<file path="src/rtl/cordic_rotate_ctrl.sv">
// ---------------------------------------------------------------------------
// cordic_rotate_ctrl
//   Iterative CORDIC rotation engine for the fixed-point trig path. Takes one
//   signed Q8.24 angle, folds it into [-pi/2, +pi/2] with a quadrant
//   pre-rotation, then runs 24 shift-add micro-rotations (one per clock)
//   against the arctangent ROM and returns registered cos/sin.
//
// Ports
//   clk       rising-edge clock
//   rst       synchronous, active-high reset
//   start     request strobe, only honoured when idle
//   angle_in  signed Q8.24 angle in radians, legal range [-pi, +pi]
//   busy      high while a request is in flight
//   done      one-cycle pulse, results valid from this cycle on
//   err       angle was out of range (outputs forced to 0)
//   cos_out   signed Q8.24 cosine
//   sin_out   signed Q8.24 sine
// ---------------------------------------------------------------------------

// Arctangent constant ROM: atan(2^-step) in Q8.24. For step >= 8 the cubic
// term of the series is below half an LSB, so entries are exact powers of 2.
module fixangles (
    input  logic [4:0]  step,
    output logic [31:0] angle
);
    always_comb begin
        angle = 32'h0000_0000;
        case (step)
            5'd0:    angle = 32'h00C9_0FDB;
            5'd1:    angle = 32'h0076_B19C;
            5'd2:    angle = 32'h003E_B6EC;
            5'd3:    angle = 32'h001F_D5BB;
            5'd4:    angle = 32'h000F_FAAE;
            5'd5:    angle = 32'h0007_FF55;
            5'd6:    angle = 32'h0003_FFEB;
            5'd7:    angle = 32'h0001_FFFD;
            5'd8:    angle = 32'h0001_0000;
            5'd9:    angle = 32'h0000_8000;
            5'd10:   angle = 32'h0000_4000;
            5'd11:   angle = 32'h0000_2000;
            5'd12:   angle = 32'h0000_1000;
            5'd13:   angle = 32'h0000_0800;
            5'd14:   angle = 32'h0000_0400;
            5'd15:   angle = 32'h0000_0200;
            5'd16:   angle = 32'h0000_0100;
            5'd17:   angle = 32'h0000_0080;
            5'd18:   angle = 32'h0000_0040;
            5'd19:   angle = 32'h0000_0020;
            5'd20:   angle = 32'h0000_0010;
            5'd21:   angle = 32'h0000_0008;
            5'd22:   angle = 32'h0000_0004;
            5'd23:   angle = 32'h0000_0002;
            default: angle = 32'h0000_0000;
        endcase
    end
endmodule

module cordic_rotate_ctrl #(
    parameter int          ITER = 24,
    parameter logic [31:0] KINV = 32'h009B74EE
) (
    input  logic        clk,
    input  logic        rst,
    input  logic        start,
    input  logic [31:0] angle_in,
    output logic        busy,
    output logic        done,
    output logic        err,
    output logic [31:0] cos_out,
    output logic [31:0] sin_out
);

    localparam logic signed [31:0] PI          = 32'sh0324_3F6A;
    localparam logic signed [31:0] NEG_PI      = 32'shFCDB_C096;
    localparam logic signed [31:0] HALF_PI     = 32'sh0192_1FB5;
    localparam logic signed [31:0] NEG_HALF_PI = 32'shFE6D_E04B;
    localparam logic [4:0]         LAST_STEP   = 5'(ITER - 1);

    typedef enum logic [1:0] {ST_IDLE, ST_PRE, ST_ITER, ST_FIN} state_t;

    state_t             state, state_nxt;
    logic signed [31:0] x, y, z;
    logic [4:0]         step;
    logic [31:0]        rom_angle;
    logic signed [31:0] x_sh, y_sh;
    logic               accept;
    logic               out_of_range;

    fixangles u_rom (
        .step  (step),
        .angle (rom_angle)
    );

    assign x_sh         = x >>> step;
    assign y_sh         = y >>> step;
    assign out_of_range = (z > PI) || (z < NEG_PI);

    // The done cycle still belongs to the finishing request, so a start
    // coinciding with the done pulse is dropped rather than accepted.
    assign accept = (state == ST_IDLE) && start && !done;

    // State register
    always_ff @(posedge clk) begin
        if (rst) state <= ST_IDLE;
        else     state <= state_nxt;
    end

    // Next-state logic
    always_comb begin
        state_nxt = state;
        case (state)
            ST_IDLE: if (accept) state_nxt = ST_PRE;
            ST_PRE:  state_nxt = out_of_range ? ST_FIN : ST_ITER;
            ST_ITER: if (step == LAST_STEP) state_nxt = ST_FIN;
            ST_FIN:  state_nxt = ST_IDLE;
            default: state_nxt = ST_IDLE;
        endcase
    end

    // Datapath and registered outputs
    always_ff @(posedge clk) begin
        if (rst) begin
            x       <= '0;
            y       <= '0;
            z       <= '0;
            step    <= '0;
            busy    <= 1'b0;
            done    <= 1'b0;
            err     <= 1'b0;
            cos_out <= '0;
            sin_out <= '0;
        end else begin
            done <= 1'b0;
            case (state)
                ST_IDLE: begin
                    if (accept) begin
                        z    <= angle_in;
                        x    <= KINV;
                        y    <= '0;
                        step <= '0;
                        err  <= 1'b0;
                        busy <= 1'b1;
                    end
                end
                ST_PRE: begin
                    // Fold quadrants II/III onto the +/-90 degree axis so the
                    // residual angle sits inside CORDIC's convergence range.
                    if (out_of_range) begin
                        err <= 1'b1;
                        x   <= '0;
                        y   <= '0;
                    end else if (z > HALF_PI) begin
                        x <= '0;
                        y <= KINV;
                        z <= z - HALF_PI;
                    end else if (z < NEG_HALF_PI) begin
                        x <= '0;
                        y <= -KINV;
                        z <= z + HALF_PI;
                    end
                end
                ST_ITER: begin
                    // Rotate toward z = 0: positive residual rotates CCW.
                    if (!z[31]) begin
                        x <= x - y_sh;
                        y <= y + x_sh;
                        z <= z - $signed(rom_angle);
                    end else begin
                        x <= x + y_sh;
                        y <= y - x_sh;
                        z <= z + $signed(rom_angle);
                    end
                    step <= (step == LAST_STEP) ? 5'd0 : step + 5'd1;
                end
                ST_FIN: begin
                    cos_out <= x;
                    sin_out <= y;
                    done    <= 1'b1;
                    busy    <= 1'b0;
                end
                default: ;
            endcase
        end
    end

endmodule

</file>
<file path="config.mk">
export PLATFORM = sky130hd
export DESIGN_NAME = cordic_rotate_ctrl
export DESIGN_NICKNAME = d
export VERILOG_FILES = /design/src/rtl/cordic_rotate_ctrl.sv
export SDC_FILE = /design/constraint.sdc
export NUM_CORES = 1
export LEC_CHECK = 0
export BUFFER_PORTS_ARGS = -buffer_cell sky130_fd_sc_hd__clkbuf_2
export CORE_AREA = 2 2 258 260
export CTS_CLUSTER_DIAMETER = 120
export DETAILED_ROUTE_END_ITERATION = 6
export DIE_AREA = 0 0 260 262
export GPL_ROUTABILITY_DRIVEN = 1
export PLACE_DENSITY = 0.43
export SLEW_MARGIN = 10
export SYNTH_ARGS = -nofsm -noshare
export SYNTH_HDL_FRONTEND = slang
export SYNTH_HIERARCHICAL = 1
export SYNTH_SLANG_ARGS = --single-unit
</file>
<file path="constraint.sdc">
create_clock -name clk -period 20.1 [get_ports clk]
set_clock_uncertainty 0.15 [all_clocks]
set_input_delay 4.02 -clock clk [delete_from_list [all_inputs] [get_ports clk]]
set_output_delay 4.02 -clock clk [all_outputs]
set_load 0.005 [all_outputs]
</file>
==> run metrics <==
status complete, no violations; cts repair resizes 0; Sw Pwr 1600 µW; Hold Crit Class reg -> reg; full die area 68100 µm²; Post-synth EDFFs 0; 1st-iter DRT viols 1470; share of cells above drive strength 1 0.122; CP Capture Point y[31]; Worst Path Max Fanout 71; Worst Setup End Kind register; Starting Density 0.299; max-slew violations 0; Die H 262 µm; half-perimeter wire length after placement 55300 µm; f_max 129 MHz; Crit Reg-Reg Endpoint y[31]; Post-synth ARST share 0; setup TNS 0 ps; area leader, netlist dfxtp_1; Max clock buf depth 2; WL met1 34200 µm; CTS Buf Count 17; Post-DP Area 20600 µm²; wire per inst 22.3 µm; WP data arrival 7970 ps; CTS tree built; Initial DRT Pass Iterations 5; main area contributors after synthesis dfxtp_1 17%, mux4_2 7.5%, mux2i_1 7.5%; Top Metal Used met4; routed wl met3 2970 µm; Gate power share 0.697; Post-CTS Repair Setup Buffers 0; share of the synthesized area in the top cell type 0.174; H-tree levels 4; Design Power 3010 µW; Syn Std Cell Area 19500 µm²; worst slew pin tran 1150 ps; Layout Nets 2616; Register Area 3420 µm²; insertion delay to the later sink of the worst-skew pair 500 ps; DRT Wirelength 74600 µm; dominant cell by count in the synthesized netlist nor2_1; worst reg2reg path depth 23; Global Route Usage Sum 0.218; top_reg_cell synth dfxtp_1; clock sink count 170; antenna violations before repair 0; switch share 0.532; DRC viols 0; syn_area_per_cell 7.80 µm²; Reg power frac 0.185; chip width 260 µm; Port Buffers 101; count of state elements after synthesis 170; Post-Synthesis Cells 2499; Worst R2R Start step[1]; Final min period 7740 ps; synthesis warning total 6; Fin. Hold Viols 0; vias post-DR 19000; max_slew headroom 0.232; Area Growth Syn to Fin 8.69%; vias in the first global route 18500; core footprint 65300 µm²; unrepaired setup endpoints after global routing no; final period utilization 0.385; max cap viols 0; hold_buf cts 0; Antenna diodes 0; # setup viols final 0; Met2 Wirelength 35300 µm; Power Internal 1410 µW; Clock transition at path regs 80 ps; leak pwr 0.00846 µW; Worst Path Required 20330 ps; largest net degree at the start of global routing 72; Yosys cell types 96; power per cell area 142 nW/µm²; post-route ant nets 0; Final Cell Area 21200 µm²; num rows 94; I/O Pins 102; flop2flop setup slack 12360 ps; first-pass GRT wire length 114000 µm; origin of the worst setup path step[1]; multi-input logic area 15100 µm²; Congestion Overflow GR 0; FILL cells 6979; Clock power frac 0.118; GP Congestion 0.892; CTS root buf clkbuf_16; Worst VDD drop 0.0000840 V; Seq/Total Area, Yosys 0.174; synth cell count leaders 319 x nor2_1, 244 x a21oi_1, 176 x nand2_1, 170 x dfxtp_1, 146 x mux2i_1; critical path type reg -> reg; routed vias/inst 5.68; CP startpoint kind register
==> placed cells by master (no fill, tap or decap), types with 13 or more instances in the layout <==
master     instances
nor2_1           319
a21oi_1          244
nand2_1          175
dfxtp_1          164
mux2i_1          146
xnor2_1          117
ha_1             110
clkbuf_2         100
xor2_1            71
o21ai_0           71
inv_1             66
mux4_2            65
a21o_1            57
nor3_1            50
a31oi_1           48
nand3_1           46
a211oi_1          40
mux2_2            33
or3_1             33
buf_4             30
a221oi_1          28
nor2b_1           25
o22ai_1           24
nand2b_1          23
and2_1            22
o21a_1            17
clkbuf_16         17
o211ai_1          16
nor4_1            15
a22oi_1           15
o21ai_1           14
and3_1            14
nand4_1           14
a21boi_0          13
a211o_1           13
o21bai_1          13
==> power groups by stage <==
stage / clock, µW / sequential (µW) / combinational (µW)
6_report: 354 / 557 / 2100
5_1_grt: 382 / 570 / 2340
4_1_cts: 370 / 556 / 2110
3_5_place_dp: 0 / 564 / 2100
3_3_place_gp: 0 / 563 / 2080
2_1_floorplan: 0 / 446 / 1680
==> flip-flops by register name, summed over array words and instances (netlist names), 2 cells and up <==
signal and flops:
step 5, y 32, state 2, cos_out 32, x 32, z 32, sin_out 32
==> worst min path at each step <==
| stage | to | depth (start not counted) | start |
|---|---|---|---|
| 2_1_floorplan | y[0] | 2 | y[0] |
| 3_3_place_gp | busy | 2 | busy |
| 3_5_place_dp | err | 2 | err |
| 4_1_cts | busy | 2 | busy |
| 5_1_grt | busy | 2 | busy |
| 6_report | busy | 2 | busy |
==> area by class of cell <==
type,instances,area share
clock buffer,17,0.0201
tap,864,0.0510
inverter,70,0.0125
sequential,170,0.161
clock inverter,15,0.00921
multi-input combinational,2075,0.711
timing repair buffer,131,0.0348
==> through the flow <==
stage	setup WS, ps	cells	util	hold WS (ps)
finish	12360	3342	0.325	325
floorplan	13680	2506	-	295
global route	11780	3342	0.325	354
CTS	12330	3342	0.325	335
global placement	12490	3310	0.315	312
detailed placement	12380	3310	0.315	321
==> critical path: stages, from the launching register on <==
cell and delay (ps):
dfxtp_4 1050, buf_4 710, mux4_1 640, mux2_4 300
mux4_2 530, nor4b_4 370, nand4b_1 180, nor3_2 350
nand3_1 150, nor3_2 320, a21oi_1 130, xnor2_1 170
ha_1 360, a21o_1 180, a21oi_1 120, o21ai_0 90
a21o_1 180, a21oi_1 290, o21ai_0 180, a211o_1 320
a21oi_1 220, o21ai_0 150, xnor2_1 150, a221o_1 310
==> per-layer routing <==
metal | vias to the layer above | global-route usage
met4 | 0 | 0.0728
li1 | 9142 | -
met1 | 9237 | 0.289
met3 | 101 | 0.0311
met5 | - | 0
met2 | 497 | 0.365
==> cells by family (layout without fill, tap and decap cells) <==
logic type      after synthesis  in the layout  share of synthesized area
simple gates                795            795                      0.192
compound gates              716            716                      0.240
buf+inv                     261            233                     0.0569
mux                         251            251                      0.176
xor+xnor                    189            189                     0.0853
flops                       170            170                      0.174
fa+ha+maj                   116            116                     0.0756
other cells                   1              8                   0.000192
(Power assumes the default switching activity.)
